==> config.mk <==
export PLATFORM = sky130hd
export DESIGN_NAME = wait_state_gen_flat
export DESIGN_NICKNAME = d
export VERILOG_FILES = /design/src/rtl/wait_state_gen_if.sv /design/src/rtl/wait_state_gen.sv /design/src/flat_wrapper.sv
export SDC_FILE = /design/constraint.sdc
export NUM_CORES = 1
export LEC_CHECK = 0
export CORE_AREA = 2 2 39 41
export CTS_BUF_LIST = sky130_fd_sc_hd__clkbuf_4 sky130_fd_sc_hd__clkbuf_8
export DETAILED_ROUTE_END_ITERATION = 8
export DIE_AREA = 0 0 41 43
export GPL_TIMING_DRIVEN = 0
export PLACE_DENSITY = 0.84
export SYNTH_ARGS = -nofsm -noshare
export SYNTH_HDL_FRONTEND = slang
export SYNTH_SLANG_ARGS = --single-unit
==> constraint.sdc <==
create_clock -name clock -period 3.4 [get_ports clock]
set_clock_uncertainty 0.15 [all_clocks]
set_input_delay 0.68 -clock clock [delete_from_list [all_inputs] [get_ports clock]]
set_output_delay 0.68 -clock clock [all_outputs]
set_load 0.02 [all_outputs]
==> src/rtl/wait_state_gen_if.sv <==
// Bus-side signals of the wait-state generator: CPU access qualifiers,
// per-source ready/enable inputs and the synchronised ready/watchdog outputs.
interface wait_state_gen_if #(
   parameter int unsigned NUM_SRC = 3
);
   logic               INTA_N;
   logic               IO_OR_M;
   logic               IO_E;
   logic [NUM_SRC-1:0] SRC_READY;
   logic [NUM_SRC-1:0] SRC_MASK;
   logic               RDY;
   logic               TIMEOUT_ERR;

   // CPU / bus side drives the access and the ready sources
   modport master (
      output INTA_N, IO_OR_M, IO_E, SRC_READY, SRC_MASK,
      input  RDY, TIMEOUT_ERR
   );

   // Wait-state generator side
   modport slave (
      input  INTA_N, IO_OR_M, IO_E, SRC_READY, SRC_MASK,
      output RDY, TIMEOUT_ERR
   );
endinterface

==> src/rtl/wait_state_gen.sv <==
// Wait-state generator: inserts minimum I/O / memory wait states, then holds the
// CPU until all enabled ready sources agree. Optional watchdog: WAIT_STATE_TIMEOUT_EN.
module wait_state_gen #(
   parameter int unsigned NUM_SRC  = 3,
   parameter int unsigned IO_WAIT  = 1,
   parameter int unsigned MEM_WAIT = 0,
   parameter int unsigned TIMEOUT  = 255
) (
   input  logic             clock,
   input  logic             reset,
   input  logic             cpu_clock_posedge,
   input  logic             cpu_clock_negedge,
   wait_state_gen_if.slave  bus
);
   localparam int unsigned WAIT_W = 4;
   localparam int unsigned WD_W   = 16;

   localparam logic [WAIT_W-1:0] IO_LOAD  = WAIT_W'(IO_WAIT);
   localparam logic [WAIT_W-1:0] MEM_LOAD = WAIT_W'(MEM_WAIT);

   typedef enum logic [1:0] {
      S_IDLE  = 2'd0,
      S_COUNT = 2'd1,
      S_HOLD  = 2'd2,
      S_DONE  = 2'd3
   } state_e;

   state_e            state_q, state_d;
   logic [WAIT_W-1:0] cnt_q, cnt_d;
   logic              q_q, q_d;
   logic              rdy_q, rdy_d;
   logic              err_q, err_d;

   logic [NUM_SRC-1:0] src_ok_c;
   logic               rdy_all_c;
   logic               d_cur_c;
   logic [WAIT_W-1:0]  load_c;

`ifdef WAIT_STATE_TIMEOUT_EN
   localparam logic [WD_W-1:0] WD_LIMIT = WD_W'(TIMEOUT);
   logic [WD_W-1:0] wd_q, wd_d;
`else
   logic [WD_W-1:0] unused_timeout_c;
   assign unused_timeout_c = WD_W'(TIMEOUT);
`endif

   // Masked-off sources always count as ready; an empty mask is ready
   assign src_ok_c  = bus.SRC_READY | ~bus.SRC_MASK;
   assign rdy_all_c = &src_ok_c;

   function automatic logic ready_term(input state_e st, input logic rdy_all,
                                       input logic inta_n);
      return (st == S_IDLE) || (st == S_DONE) ||
             ((st == S_HOLD) && rdy_all) || !inta_n;
   endfunction

   assign d_cur_c = ready_term(state_q, rdy_all_c, bus.INTA_N);
   assign load_c  = bus.IO_OR_M ? IO_LOAD : MEM_LOAD;

   // Next-state: posedge strobe advances FSM/Q, negedge strobe then sees the result
   always_comb begin
      state_d = state_q;
      cnt_d   = cnt_q;
      q_d     = q_q;
      rdy_d   = rdy_q;
`ifdef WAIT_STATE_TIMEOUT_EN
      wd_d    = wd_q;
      err_d   = err_q;
`endif

      if (cpu_clock_posedge) begin
         q_d = d_cur_c;
         if (!bus.IO_E) begin
            state_d = S_IDLE;
            cnt_d   = '0;
`ifdef WAIT_STATE_TIMEOUT_EN
            wd_d    = '0;
            err_d   = 1'b0;
`endif
         end else begin
            unique case (state_q)
               S_IDLE: begin
                  cnt_d   = load_c;
                  state_d = (load_c == '0) ? S_HOLD : S_COUNT;
               end
               S_COUNT: begin
                  cnt_d = cnt_q - WAIT_W'(1);
                  if (cnt_d == '0) begin
                     state_d = S_HOLD;
                  end
               end
               S_HOLD: begin
                  if (rdy_all_c) begin
                     state_d = S_DONE;
                  end
               end
               S_DONE: begin
                  state_d = S_DONE;
               end
            endcase

`ifdef WAIT_STATE_TIMEOUT_EN
            // Watchdog saturates; on expiry release the CPU immediately
            if ((state_q == S_COUNT) || (state_q == S_HOLD)) begin
               wd_d = (wd_q == '1) ? wd_q : wd_q + WD_W'(1);
               if (wd_d >= WD_LIMIT) begin
                  state_d = S_DONE;
                  cnt_d   = '0;
                  q_d     = 1'b1;
                  err_d   = 1'b1;
               end
            end
`endif
         end
      end

      if (cpu_clock_negedge) begin
         rdy_d = ready_term(state_d, rdy_all_c, bus.INTA_N) & q_d;
      end
   end

`ifndef WAIT_STATE_TIMEOUT_EN
   assign err_d = 1'b0;
   assign err_q = 1'b0;
`endif

   always_ff @(posedge clock) begin
      if (reset) begin
         state_q <= S_IDLE;
         cnt_q   <= '0;
         q_q     <= 1'b0;
         rdy_q   <= 1'b0;
`ifdef WAIT_STATE_TIMEOUT_EN
         wd_q    <= '0;
         err_q   <= 1'b0;
`endif
      end else begin
         state_q <= state_d;
         cnt_q   <= cnt_d;
         q_q     <= q_d;
         rdy_q   <= rdy_d;
`ifdef WAIT_STATE_TIMEOUT_EN
         wd_q    <= wd_d;
         err_q   <= err_d;
`endif
      end
   end

   assign bus.RDY         = rdy_q;
   assign bus.TIMEOUT_ERR = err_q;

endmodule

==> src/flat_wrapper.sv <==
// flat-port wrapper written by rule: the top's interface ports become plain ports
module wait_state_gen_flat 
#(
   parameter int unsigned NUM_SRC  = 3,
   parameter int unsigned IO_WAIT  = 1,
   parameter int unsigned MEM_WAIT = 0,
   parameter int unsigned TIMEOUT  = 255
)
  (clock, reset, cpu_clock_posedge, cpu_clock_negedge, bus_INTA_N, bus_IO_OR_M, bus_IO_E, bus_SRC_READY, bus_SRC_MASK, bus_RDY, bus_TIMEOUT_ERR);
  wait_state_gen_if #(.NUM_SRC(NUM_SRC)) bus_i ();
  input  logic clock;
  input  logic reset;
  input  logic cpu_clock_posedge;
  input  logic cpu_clock_negedge;
  input wire logic [$bits(bus_i.INTA_N)-1:0] bus_INTA_N;
  input wire logic [$bits(bus_i.IO_OR_M)-1:0] bus_IO_OR_M;
  input wire logic [$bits(bus_i.IO_E)-1:0] bus_IO_E;
  input wire logic [$bits(bus_i.SRC_READY)-1:0] bus_SRC_READY;
  input wire logic [$bits(bus_i.SRC_MASK)-1:0] bus_SRC_MASK;
  output wire logic [$bits(bus_i.RDY)-1:0] bus_RDY;
  output wire logic [$bits(bus_i.TIMEOUT_ERR)-1:0] bus_TIMEOUT_ERR;
  assign bus_i.INTA_N = bus_INTA_N;
  assign bus_i.IO_OR_M = bus_IO_OR_M;
  assign bus_i.IO_E = bus_IO_E;
  assign bus_i.SRC_READY = bus_SRC_READY;
  assign bus_i.SRC_MASK = bus_SRC_MASK;
  assign bus_RDY = bus_i.RDY;
  assign bus_TIMEOUT_ERR = bus_i.TIMEOUT_ERR;
  wait_state_gen #(.NUM_SRC(NUM_SRC), .IO_WAIT(IO_WAIT), .MEM_WAIT(MEM_WAIT), .TIMEOUT(TIMEOUT)) u_core (.clock(clock), .reset(reset), .cpu_clock_posedge(cpu_clock_posedge), .cpu_clock_negedge(cpu_clock_negedge), .bus(bus_i));
endmodule
Yosys cells after proc, flatten, opt, wreduce, memory -nomap -nowiden
Index checks and enable logic that the tools add are counted.
{ "totals": {"word_cells": 39, "regBits": 8, "inputBits": 13} }
{ "op_classes": {"add_sub_neg": 1, "reduce_logical": 15, "eq_ne": 6, "bitwise_logic": 3, "muxes": 10} }
{ "op_table": {"columns": ["operator", "n"], "rows": [
  ["$mux W2", 5],
  ["$eq A2 B2 Y1 const B", 4],
  ["$logic_not A4 Y1", 2],
  ["$pmux W2 S4", 1],
  ["$pmux W4 S2", 1],
  ["$logic_or A1 B1 Y1", 6],
  ["$logic_not A2 Y1", 2],
  ["$mux W4", 1],
  ["$sub A4 B1 Y4 const B", 1],
  ["$ne A3 B1 Y1 const B", 1],
  ["$not A3 Y3", 1],
  ["$or A3 B3 Y3", 1],
  ["$reduce_and A3 Y1", 1],
  ["$eq A2 B1 Y1 const B", 1],
  ["$logic_and A1 B1 Y1", 2],
  ["$mux W1", 2],
  ["$reduce_and A2 Y1", 1],
  ["$and A1 B1 Y1", 1],
  ["$logic_not A1 Y1", 1]
]} }

Longest topological paths before layout
Gate-level depths: netlist (run 1).
{ "depth": {"word_depth": 12, "mapped_depth": 10, "depth_no_buf": 10} }

Worst setup path before layout (run 1)
Ideal clock, no wire load.
{ "synth_path": {"path_type": "reg2reg", "start": "register u_core.cnt_q[0]", "end": "register u_core.rdy_q, in the netlist u_core.bus.RDY", "stages_incl_launch_ff": 11, "path_slack_ns": 1.155, "path_buffers": 0, "t_arrival_ns": 1.977, "cell_sequence": "dfxtp_1 > inv_1 > ha_1 > nor3b_2 > nand3_2 > a311o_1 > a31oi_1 > ha_1 > inv_1 > a31oi_1 > a32o_1"} }
{ "synth_between": {"elab_chain_len": 11, "word_cells_on_any_way": 14, "classes_between": "1 x add/sub; 2 x eq/ne; 4 x mux; 1 x bitwise; 6 x reduce/logical"} }
{ "synth_lines": {"columns": ["item", "line", "text"], "rows": [
  ["start: declaration", "wait_state_gen.sv:29", "logic [WAIT_W-1:0] cnt_q, cnt_d;"],
  ["start signal: assignment", "wait_state_gen.sv:139", "cnt_q <= cnt_d;"],
  ["$sub A4 B1 Y4 *", "wait_state_gen.sv:87", "cnt_d = cnt_q - WAIT_W'(1);"],
  ["$logic_not A4 Y1 *", "wait_state_gen.sv:88", "if (cnt_d == '0) begin"],
  ["$mux W2 *", "wait_state_gen.sv:88", null],
  ["$pmux W2 S4 *", "wait_state_gen.sv:81", "unique case (state_q)"],
  ["$mux W2 *", "wait_state_gen.sv:73", "if (!bus.IO_E) begin"],
  ["$mux W2 *", "wait_state_gen.sv:71", "if (cpu_clock_posedge) begin"],
  ["$eq A2 B2 Y1 (tied with other cells)", "wait_state_gen.sv:53", "return (st == S_IDLE) || (st == S_DONE) ||"],
  ["$logic_or A1 B1 Y1 / $logic_and A1 B1 Y1 (equally long branches)", "wait_state_gen.sv:53, wait_state_gen.sv:54", null],
  ["$logic_or A1 B1 Y1 *", "wait_state_gen.sv:53", null],
  ["$logic_or A1 B1 Y1 *", "wait_state_gen.sv:54", "((st == S_HOLD) && rdy_all) || !inta_n;"],
  ["$and A1 B1 Y1 *", "wait_state_gen.sv:118", "rdy_d = ready_term(state_d, rdy_all_c, bus.INTA_N) & q_d;"],
  ["end signal: assignment", "wait_state_gen.sv:141", "rdy_q <= rdy_d;"],
  ["end: declaration", "wait_state_gen.sv:31", "logic rdy_q, rdy_d;"]
]} }
Every way passes the cells marked *; elsewhere a longest branch is shown, timed or not.
A chain may end at the register's enable or synchronous reset.

Final worst setup path (run 1)
Same ends and word-level chain as after synthesis.

==> summary.txt, run 1 <==
Die
  • Placeable Area: 1380 sq um
  • Die Wd: slightly above 40 um
  • Rows: 14
  • Die Height: around 43 um
  • IO Pins: 15
  • Starting Density: 0.448
  • Die ar.: about 1800 sq um

Logic synthesis
  • Syn nets: 98
  • Async set or reset register ratio after synthesis: 0
  • Yosys warns: 0
  • Synth Instances: 78
  • FF+latch count, synth: 8
  • Number of synthesized flops with an enable pin: 0
  • Syn Area/Cell: approximately 8.0 sq um
  • Library cells used by synthesis: 32
  • Cell area after synthesis: around 620 sq um
  • Register area share after synthesis: 0.258
  • Post-synth top flop: dfxtp_1

Layout
  • Share of cells above drive strength 1: 0.0968
  • Commonest non-fill, non-tap cell in the layout: clkdlybuf4s50_1
  • Area growth, synth to finish: 26.2%
  • Nets: 115
  • Ant diodes: 0
  • Most frequent cells in the layout: clkdlybuf4s50_1, inv_1, nor2_1, dfxtp_1, ha_1
  • Design area: roughly 780 sq um

Place
  • IO Port Bufs: 12
  • GPL Wtd Cong: between 0.8 and 0.9
  • Hpwl dp: 1040 um
  • Cell area after placement: 761 sq um

Timing
  • Slew Limit Fails: 0
  • Minimum clock period: 2.45 ns
  • Final setup fails: 0
  • Final Hold Viols: 0
  • Max Clock Freq: about 410 MHz
  • Worst hold slack: ~0.36 ns
  • Period utilization: 0.721
  • RSZ-0062 raised after global routing: no
  • Setup TNS: 0 ns

GRT
  • Vias in the first global route: approximately 550
  • Pin count of the biggest net entering global routing: 10
  • Initial antenna violation count: 0
  • First-pass GRT wire length: 2230 um
  • Gr usage total: 0.187
  • GRT Residual Overflow: 0

Power and ir drop
  • Logic gate share of total power: 0.253
  • Clk pwr share: 0.295
  • Flop pwr share: 0.452
  • Switching power: about 57 uW
  • LEAKAGE: approximately 0.00033 uW
  • Worst VDD drop: about 0.00018 V
  • Net Sw Frac: 0.255
  • Final Power: about 230 uW
  • Power per cell area: 288 nW/um^2
  • P_int: approximately 170 uW

Setup path
  • Max FO, Critical Path: 6
  • CP startpoint kind: register
  • Critical path class: reg2reg
  • CP Capture Type: register
  • Data arrival, critical path: about 2.4 ns
  • CP required: ~3.4 ns

Routing
  • Vias: ~630
  • # DRC: 0
  • Post-DR wirelength/cell: 11.8 um
  • Post-DRT Antenna Nets: 0
  • DR iter-0 viols: 40
  • Initial DRT Pass Iterations: 4
  • DR vias/cell: ~5.7
  • DRT Wirelength: 1280 um

Clocking
  • CTS sink cnt: 8
  • CTS H-tree lvls: 1
  • CTS root buffer: clkbuf_4
  • Clock buffer depth: 2
  • Num CTS Buffers: 3
  • CTS clk-pin slew, worst paths: roughly 0.05 ns
  • CTS tree: done
  • # hold bufs at CTS: 0
  • Clock Latency Late Sink: 0.24 ns
  • # resized after CTS: 0
  • Post-CTS Setup Inserts: 0

Flow run
  • Max Cap Violations: 0

Worst hold path
  • HP Class: reg2reg

Outcome
  • Status: complete, no violations
[critical path: stages (launching register included)]
cell and delay (ns):
dfxtp_1 0.41, inv_1 0.09, ha_1 0.25, nor3b_2 0.18
nand3_2 0.11, a311o_1 0.35, a31oi_1 0.21, ha_1 0.25
inv_1 0.05, a31oi_1 0.07, a32o_1 0.21
[layer usage]
layer	global-route usage	share of wire	vias to the layer above
li1	-	-	315
met1	0.262	0.45	282
met2	0.253	0.49	27
met3	0.0314	0.051	2
met4	0.120	0.0086	0
met5	0	0	-
[cell usage after synthesis (2+ instances only)]
library cell	n	share of area
a311o_1	2	0.032
o21ai_1	2	0.016
or3_1	2	0.020
a31oi_1	4	0.040
nor3b_1	2	0.024
nand2_1	3	0.018
dfxtp_1	8	0.26
nand2b_1	4	0.040
nor2_1	8	0.048
nand3_2	2	0.032
nand4_1	3	0.030
nor3_1	2	0.016
a21oi_1	4	0.032
ha_1	7	0.14
inv_1	8	0.048
[final timing paths]
path / end / slack (ns) / cells past startpoint / startpoint
setup / recovery: u_core.bus.RDY / 0.95 / 10 / u_core.cnt_q[0]
hold / removal: u_core.bus.RDY / 0.36 / 1 / u_core.bus.RDY
setup reg to reg: u_core.bus.RDY / 0.95 / 10 / u_core.cnt_q[0]
hold reg to reg: u_core.bus.RDY / 0.36 / 1 / u_core.bus.RDY
[state kept, by name (all words and copies together) (netlist names)]
name            count
u_core.cnt_q        4
u_core.q_q          1
u_core.bus.RDY      1
u_core.state_q      2
[logic make-up (layout without fill, tap and decap cells)]
| family | Yosys count | in the layout | share of synthesized area |
|---|---|---|---|
| flip-flops | 8 | 8 | 0.258 |
| AO/OA/AOI/OAI | 21 | 21 | 0.238 |
| AND/OR/NAND/NOR | 30 | 30 | 0.282 |
| buffers and inverters | 11 | 26 | 0.0746 |
| adder cells (fa/ha/maj) | 7 | 7 | 0.141 |
| other | 1 | 1 | 0.00604 |
[final cells by class]
class / instances / area, sq um
fill: 125 / 601
multi-input combinational: 59 / 414
sequential: 8 / 160
timing repair buffer: 12 / 120
inverter: 9 / 33.8
clock buffer: 3 / 22.5
tap: 16 / 20.0
buffer: 2 / 12.5
[per-stage QoR]
| step | utilization | cells | setup slack, ns |
|---|---|---|---|
| after floorplan | - | 78 | 1.16 |
| after CTS | 0.566 | 109 | 0.952 |
| final | 0.566 | 109 | 0.950 |
| after global routing | 0.566 | 109 | 0.790 |
| after detailed placement | 0.550 | 106 | 0.771 |
| after global placement | 0.550 | 106 | 0.788 |
[power groups by stage]
stage	logic, uW	clock network (uW)	registers [uW]
after global placement	55.3	0	103
after detailed placement	56.1	0	103
after CTS	56.4	71.8	102
after global routing	62.8	81.4	102
final	56.9	66.5	102
after floorplan	32.7	0	104
Power figures use the tool's default switching activity.
==> run 2: changes to the inputs <==
clock period = 2.45 ns   (was 3.4 ns; I/O delays follow)
==> summary.txt, run 2 (same netlist as run 1, synthesis figures left out) <==
Setup path
  • CP Capture Type: register
  • R2R depth: 10
  • Critical Path Sink: u_core.bus.RDY
  • CP startpoint kind: register
  • Max FO, Critical Path: 6
  • Reg-to-reg slack, setup: 0.14 ns
  • Critical path class: reg2reg
  • CP delay by family, top: compound AO/OA/AOI/OAI gates
  • Reg2reg start: u_core.cnt_q[0]
  • Buffers and inverters on the worst path: 2
  • CP startpoint: u_core.cnt_q[0]
  • Worst stage delay on the critical path: around 0.37 ns
  • Crit. path cell count: 10
  • Crit-path cells: inv_1 > ha_2 > nor3b_2 > nand3_2 > a311o_1 > a31oi_1 > ha_1 > inv_1 > a31oi_1 > a32o_1
  • Slowest-stage cell, CP: dfxtp_2
  • Data arrival, critical path: 2.30 ns
  • CP required: ~2.4 ns
  • Reg2Reg Capture Point: u_core.bus.RDY

Timing
  • Slew Limit Fails: 0
  • Setup TNS: 0 ns
  • Final worst slack: roughly 0.14 ns
  • Final Hold Viols: 0
  • Minimum clock period: ~2.3 ns
  • Max Clock Freq: about 430 MHz
  • Final setup fails: 0
  • Period utilization: 0.945
  • RSZ-0062 raised after global routing: no

Outcome
  • Status: complete, no violations

Routing
  • DR vias/cell: about 5.6
  • DRT Wirelength: roughly 1300 um
  • Post-DR wirelength/cell: around 12 um
  • DR iter-0 viols: 35
  • Post-DRT Antenna Nets: 0
  • # DRC: 0
  • Vias: about 600
  • Initial DRT Pass Iterations: 4

Clocking
  • Clock buffer depth: 2
  • Clock Latency Late Sink: about 0.24 ns
  • CTS clk-pin slew, worst paths: around 0.05 ns
  • CTS H-tree lvls: 1
  • Num CTS Buffers: 3
  • CTS root buffer: clkbuf_4
  • CTS tree: done
  • Post-CTS Setup Inserts: 0
  • CTS sink cnt: 8

Layout
  • Share of cells above drive strength 1: 0.129
  • Ant diodes: 0
  • Commonest non-fill, non-tap cell in the layout: clkdlybuf4s50_1
  • Largest register FFs: 4
  • Largest register by flop count: u_core.cnt_q
  • Most frequent cells in the layout: clkdlybuf4s50_1, inv_1, nor2_1
  • Layout fillers: approximately 120
  • Top flop regs: u_core.cnt_q: 4 flops, u_core.state_q: 2 flops
  • Area growth, synth to finish: 27.0%
  • Nets: 115

Place
  • Hpwl dp: between 1000 and 1500 um
  • IO Port Bufs: 12
  • GPL Wtd Cong: 0.880
  • Pre-CTS WS: roughly 0.0065 ns

GRT
  • Initial antenna violation count: 0
  • Gr usage total: 0.187
  • Met3 GRT Util: 0.0314
  • GRT Residual Overflow: 0
  • First-pass GRT wire length: around 2200 um
  • M1 GR Usage: 0.262
  • Vias in the first global route: between 500 and 600
  • Met2 Resource Use GR: 0.253
  • Pin count of the biggest net entering global routing: 10
  • GRT busiest layer: met1

Power and ir drop
  • LEAKAGE: 0.000326 uW
  • Worst VDD drop: between 0.0002 and 0.00025 V
  • Power per cell area: 397 nW/um^2

Die
  • Die ar.: between 1500 and 2000 sq um
  • IO Pins: 15
  • Starting Density: 0.448
  • Die Wd: just over 40 um
  • Die Height: 43 um
  • Placeable Area: around 1400 sq um
  • Rows: 14

Flow run
  • Max Cap Violations: 0

Worst hold path
  • HP Class: reg2reg
run 2: metrics by stage:
step / cells / total power, uW / instance area [sq um] / utilization / hold WS (ns)
floorplan: 78 / 190 / 621 / - / 0.304
global placement: 106 / 220 / 761 / 0.550 / 0.336
detailed placement: 106 / 221 / 761 / 0.550 / 0.340
CTS: 109 / 319 / 783 / 0.566 / 0.357
global route: 109 / 342 / 788 / 0.570 / 0.400
finish: 109 / 313 / 788 / 0.570 / 0.357
run 2: worst min-delay path by stage:
stage / endpoint / start / slack [ns] / cells past startpoint
final: u_core.bus.RDY / u_core.bus.RDY / 0.36 / 1
after global routing: u_core.bus.RDY / u_core.bus.RDY / 0.40 / 1
after CTS: u_core.bus.RDY / u_core.bus.RDY / 0.36 / 1
after detailed placement: u_core.bus.RDY / u_core.bus.RDY / 0.34 / 1
after global placement: u_core.bus.RDY / u_core.bus.RDY / 0.34 / 1
after floorplan: u_core.cnt_q[3] / u_core.cnt_q[3] / 0.30 / 1
run 2: cell type report:
cell class                      count  area (sq um)  share of cell area
Tap cell                           16          20.0              0.0254
Multi-Input combinational cell     59           417               0.529
Timing Repair Buffer               12           120               0.152
Buffer                              2          12.5              0.0159
Sequential cell                     8           163               0.206
Clock buffer                        3          22.5              0.0286
Inverter                            9          33.8              0.0429
run 2: worst reg2reg max path: stages, from the launching register on:
cell and delay [ns]:
dfxtp_2 0.37, inv_1 0.07, ha_2 0.21, nor3b_2 0.17
nand3_2 0.11, a311o_1 0.36, a31oi_1 0.18, ha_1 0.25
inv_1 0.06, a31oi_1 0.07, a32o_1 0.21
run 2: per-layer routing:
layer | up-vias | routed length, um | share of wire
li1 | 316 | - | -
met1 | 270 | 588 | 0.46
met2 | 24 | 610 | 0.47
met3 | 2 | 80 | 0.062
met4 | 0 | 11 | 0.0085
met5 | - | 0 | 0
run 2: repair_timing:
| action | CTS | global route |
|---|---|---|
| hold buffers | 0 | 0 |
| setup endpoints to repair | 0 | 1 |
| endpoints found under the hold margin | 0 | 0 |
| gates resized for setup | 0 | 3 |
run 2: power breakdown:
| part | internal (uW) | total [uW] | switching (uW) |
|---|---|---|---|
| Combinational | 41.2 | 79.5 | 38.3 |
| Sequential | 137 | 142 | 4.91 |
| Clock | 55.5 | 92.3 | 36.8 |
==> run 3: changes to the inputs <==
CTS_CLUSTER_DIAMETER = 100   (was unset)
clock period = 2.7 ns   (was 2.45 ns; I/O delays follow)
==> results of run 3 <==
The final DEF is identical to that of run 1. Status: complete, no violations.
Main changes from that run: setup slack after placement 0.771 ns -> 0.211 ns; setup slack after layout 0.950 ns -> 0.250 ns; register-to-register setup slack 0.95 ns -> 0.25 ns; total power 225 uW -> 284 uW; worst IR drop on VDD 0.000178 V -> 0.000224 V
==> edit 1, RTL diff (settings of run 1) <==
`NUM_SRC` is set to 3 in 3 places; all go to 6.
--- a/src/rtl/wait_state_gen_if.sv
+++ b/src/rtl/wait_state_gen_if.sv
@@ -3,3 +3,3 @@
 interface wait_state_gen_if #(
-   parameter int unsigned NUM_SRC = 3
+   parameter int unsigned NUM_SRC = 6
 );
--- a/src/rtl/wait_state_gen.sv
+++ b/src/rtl/wait_state_gen.sv
@@ -3,3 +3,3 @@
 module wait_state_gen #(
-   parameter int unsigned NUM_SRC  = 3,
+   parameter int unsigned NUM_SRC  = 6,
    parameter int unsigned IO_WAIT  = 1,
--- a/src/flat_wrapper.sv
+++ b/src/flat_wrapper.sv
@@ -3,3 +3,3 @@
 #(
-   parameter int unsigned NUM_SRC  = 3,
+   parameter int unsigned NUM_SRC  = 6,
    parameter int unsigned IO_WAIT  = 1,
Interface: changed (resized bus_SRC_MASK and bus_SRC_READY); port bits go from 15 to 21. No check against the original RTL was run, so the function may have changed too.
==> edit 1 against run 1 <==
- routed wire length increased by 14%
- sequential cell count unchanged
- area after synthesis rose by 5.6%
- final area grew 11%
- clock power is 5.3% higher
- setup slack worse by 0.090 ns
- power is 0.25% higher
- largest cell class unchanged
==> edit 1: results (changes against run 1) <==
Outcome
  • Run status: finished clean

Clock tree
  • Root buffer cell: clkbuf_4
  • Total CTS buffers: 3 (unchanged)
  • H-tree depth: 1 (unchanged)
  • Hold Buf Count CTS: 0 (unchanged)
  • Clk buf depth: 2 (unchanged)

Placed design
  • Number of port buffers: 17 (+5)
  • Post-DP HPWL: 1.23 mm (+18%)
  • Final Wtd Congestion: 0.770 (-12%)
  • Post-Place Setup Slack: 0.618 ns (-0.153 ns)

GRT
  • Met2 usage: 34.4% (+9.1 points)
  • Gr usage total: 20.3% (+1.6 points)
  • Initial antenna violation count: 0 (unchanged)
  • Vias in the first global route: 658 (+21%)
  • Met1 usage: 23.2% (-3.0 points)
  • First-pass GRT wire length: 2.53 mm (+14%)
  • GR met3 Demand/Resource: 6.81% (+3.7 points)

Layout
  • Diodes inserted: 0 (unchanged)
  • Biggest regs: u_core.cnt_q x4, u_core.state_q x2
  • Share of cells above drive strength 1: 5.50% (-4.2 points)
  • Nets: 137 (+19%)

Drt
  • Met3 WL: 100 um (+52%)
  • Met1 Wirelength: 606 um (+4.3%)
  • Vias per std cell: 5.66 (-1.4%)
  • Met2 wire length: 752 um (+21%)
  • Max layer used: met4
  • Total wire length: 1.46 mm (+14%)
  • Starting DRT DRC Count: 16 (-60%)

Pwr
  • Worst vdd ir: 376 uV (+110%)
  • Comb power: 55.9 uW (-2%)
  • Clk. pwr: 70.0 uW (+5.3%)
  • P_int: 168 uW (+0.36%)
  • Leak: 0.336 nW (+3.0%)

Synthesis
  • Syn Nets: 115 (+17%)
  • Synth Warn #: 0 (unchanged)
  • Top cells by count, synth: nand2_1, inv_1, nor2_1
  • Sequential element share of the synthesized area: 24.4% (-1.4 points)
  • Post-Synth Adder-Cell Area: 13.4% (-0.75 points)
  • Mux contribution to synthesized area: 0% (unchanged)
  • Post-synth top flop: dfxtp_1
  • Synth top area cells: dfxtp_1, ha_1, nand2_1
  • Synth Area in Compound Gates: 21.6% (-2.2 points)
  • Xor/xnor cell area share of the yosys netlist: 0% (unchanged)

Setup path
  • Crit path DAT: 2.52 ns (+0.09 ns)

Hold path
  • Worst hold path type: register to register
==> edit 1: path summary, 6_finish.rpt <==
kind                            depth (start not counted)                          end  slack (ns)                    startpoint
worst max register to register                          9  u_core.bus.RDY$_SDFFE_PP0P_        0.86  u_core.cnt_q[0]$_SDFFE_PP0P_
worst min register to register                          2  u_core.bus.RDY$_SDFFE_PP0P_        0.32   u_core.bus.RDY$_SDFFE_PP0P_
worst min-delay path                                    2  u_core.bus.RDY$_SDFFE_PP0P_        0.32   u_core.bus.RDY$_SDFFE_PP0P_
worst max-delay path                                    9  u_core.bus.RDY$_SDFFE_PP0P_        0.86  u_core.cnt_q[0]$_SDFFE_PP0P_
==> edit 1: layout make-up <==
type / instances / area (um2)
clock buffer: 3 / 22.5
multi-input combinational: 69 / 447
sequential: 8 / 160
fill: 124 / 515
timing repair buffer: 17 / 170
tap: 16 / 20.0
inverter: 9 / 33.8
buffer: 3 / 15.0
==> edit 1: critical path, cell delays in order (launching register included) <==
cell and delay, ns:
dfxtp_1 0.42, inv_1 0.09, ha_1 0.25, and4b_1 0.21, a2111oi_0 0.42, a221o_1 0.28, nand2_1 0.08, ha_1 0.28
a211oi_1 0.18, a21oi_1 0.06
==> edit 1: kinds of logic after synthesis <==
| logic type | after synthesis |
|---|---|
| flip-flops | 8 |
| AND/OR/NAND/NOR | 40 |
| buffers and inverters | 12 |
| other | 1 |
| AO/OA/AOI/OAI | 21 |
| adder cells (fa/ha/maj) | 7 |
==> edit 1: stage by stage <==
stage                     instance area, um2  std cells  util [%]  hold slack (ns)  power [mW]
after floorplan                          656         89         -            0.325       0.129
after global placement                   846        122      61.1            0.299       0.155
after detailed placement                 846        122      61.1            0.307       0.158
after CTS                                868        125      62.7            0.317       0.229
after global routing                     868        125      62.7            0.351       0.238
final                                    868        125      62.7            0.319       0.226
==> edit 2, RTL diff (flow settings as in run 1) <==
Without the edit above. Reset style: asynchronous (`reset`), changed in one clocked block.
--- a/src/rtl/wait_state_gen.sv
+++ b/src/rtl/wait_state_gen.sv
@@ -126,3 +126,3 @@
 
-   always_ff @(posedge clock) begin
+   always_ff @(posedge clock or posedge reset) begin
       if (reset) begin
Formal check against the unedited RTL: differs if reset is asserted again (counterexample within 4 cycles, from zero or initial values and one cycle with reset high); with reset held inactive, the same outputs for 10 cycles.
==> edit 2 against run 1 <==
- setup slack lost 0.29 ns
- final area rose by 13%
- routed wire length increased by 22%
- maximum frequency decreased by 11%
- area after synthesis grew 17%
- sequential cell count unchanged
- critical endpoint is now u_core.bus.RDY$_DFFE_PP0P_
- largest cell class unchanged
Power is not compared: it rests on default switching activity, and its combinational part moved more than twofold at a synthesized area within 25%.
==> edit 2: results (changes against run 1) <==
Outcome
  • Run status: finished clean

Layout
  • Diodes inserted: 0 (unchanged)
  • Share of cells above drive strength 1: 16.1% (+6.5 points)
  • Nets: 115 (unchanged)

Clock tree
  • Postcts setup bufs: 0 (unchanged)
  • Reg clk slew, reported paths: 0.05 ns (about the same)
  • Worst skew pair latency: 0.27 ns (+0.03 ns)
  • Clk buf depth: 2 (unchanged)
  • Root buffer cell: clkbuf_4
  • # resized after CTS: 0 (unchanged)

Pwr
  • P_sw: 232 uW
  • Worst vdd ir: about 320 uV
  • Leak: between 0.3 and 0.4 nW

Setup path
  • Reg2reg start: u_core.state_q[0]$_DFF_PP0_
  • Worst path slowest cell: clkdlybuf4s50_1
  • Worst Path Max Fanout: 6 (unchanged)
  • R2R Setup Slk: 0.90 ns (-0.05 ns)
  • Worst Setup EP: u_core.bus.RDY$_DFFE_PP0P_
  • Crit path DAT: 2.74 ns (+0.31 ns)
  • FF-to-FF path depth: 8 (-2)
  • CP Launch Point: bus_IO_E
  • Crit-path leading delay family: buffers and inverters
  • Crit path largest cell delay: 0.59 ns (+0.18 ns)

Synthesis
  • Post-synth cell types: 35 (+9.4%)
  • Post-synth top flop: dfrtp_1
  • Async S/R FF share, synth: 100% (+100 points)
  • Largest area contributor in the netlist: dfrtp_1
  • Synth top area cells: dfrtp_1, ha_1, nand2b_4
  • Sequential element share of the synthesized area: 27.7% (+1.9 points)
  • Syn Nets: 98 (unchanged)
  • Top cells by count, synth: dfrtp_1, ha_1, inv_1
  • Post-synthesis cell count: 78 (unchanged)

Drt
  • Total wire length: 1.56 mm (+22%)
  • DRT Pass-1 Iters: 5 (+1)
  • Vias per std cell: 5.64 (-1.8%)
  • Starting DRT DRC Count: 10 (-75%)
  • Via count: 615 (-1.8%)

GRT
  • Most crowded layer after global routing: met2
  • First-pass GRT wire length: 2.39 mm (+7.5%)
  • GR met3 Demand/Resource: 1.57% (-1.6 points)
  • Vias in the first global route: 570 (+4.4%)
  • Gr usage total: 20.5% (+1.8 points)
  • Met2 usage: 34.7% (+9.4 points)
  • Met1 usage: 23.3% (-3.0 points)

Hold path
  • Worst hold path type: register to register

Placed design
  • Post-Place Setup Slack: 0.401 ns (-0.371 ns)
  • Number of port buffers: 12 (unchanged)
  • Final Wtd Congestion: 0.799 (-9.3%)
  • Placed Area: 863 um2 (+13%)
  • Post-placement cell count: 106 (unchanged)
  • Post-DP HPWL: 1.26 mm (+21%)

STA
  • Final critical-path required period: 2.74 ns (+0.295 ns)
-- edit 2: layout make-up --
class	count	area, um2
Fill cell	123	498
Multi-Input combinational cell	58	463
Sequential cell	8	200
Timing Repair Buffer	12	120
Inverter	9	33.8
Buffer	3	26.3
Clock buffer	3	22.5
Tap cell	16	20.0
-- edit 2: routing by layer --
layer	wire [um]	vias to the layer above
met2	870	13
met5	0	-
met4	27	0
met1	633	287
met3	30	2
li1	-	313
-- edit 2: power by group through the flow --
stage	Combinational [mW]	Sequential (mW)	Clock [mW]
2_1_floorplan	0.216	0.156	0
3_3_place_gp	0.281	0.158	0
3_5_place_dp	0.291	0.159	0
4_1_cts	0.293	0.159	0.0792
5_1_grt	0.326	0.165	0.0818
6_report	0.292	0.160	0.0785
-- edit 2: worst min path at each step --
stage                                start                           to  slack, ns  cells after the start
6_report       u_core.cnt_q[3]$_DFFE_PP0P_  u_core.cnt_q[3]$_DFFE_PP0P_       0.40                      1
4_1_cts        u_core.cnt_q[3]$_DFFE_PP0P_  u_core.cnt_q[3]$_DFFE_PP0P_       0.40                      1
5_1_grt        u_core.cnt_q[3]$_DFFE_PP0P_  u_core.cnt_q[3]$_DFFE_PP0P_       0.42                      1
3_5_place_dp   u_core.cnt_q[3]$_DFFE_PP0P_  u_core.cnt_q[3]$_DFFE_PP0P_       0.38                      1
3_3_place_gp   u_core.cnt_q[3]$_DFFE_PP0P_  u_core.cnt_q[3]$_DFFE_PP0P_       0.38                      1
2_1_floorplan                        reset   u_core.bus.RDY$_DFFE_PP0P_       0.35                      1
-- edit 2: logic make-up after synthesis --
family | share of synthesized area, %
compound gates | 25.6
fa+ha+maj | 12.1
simple gates | 24.4
other cells | 0.519
buf+inv | 8.30
flops | 27.7
mux | 1.38
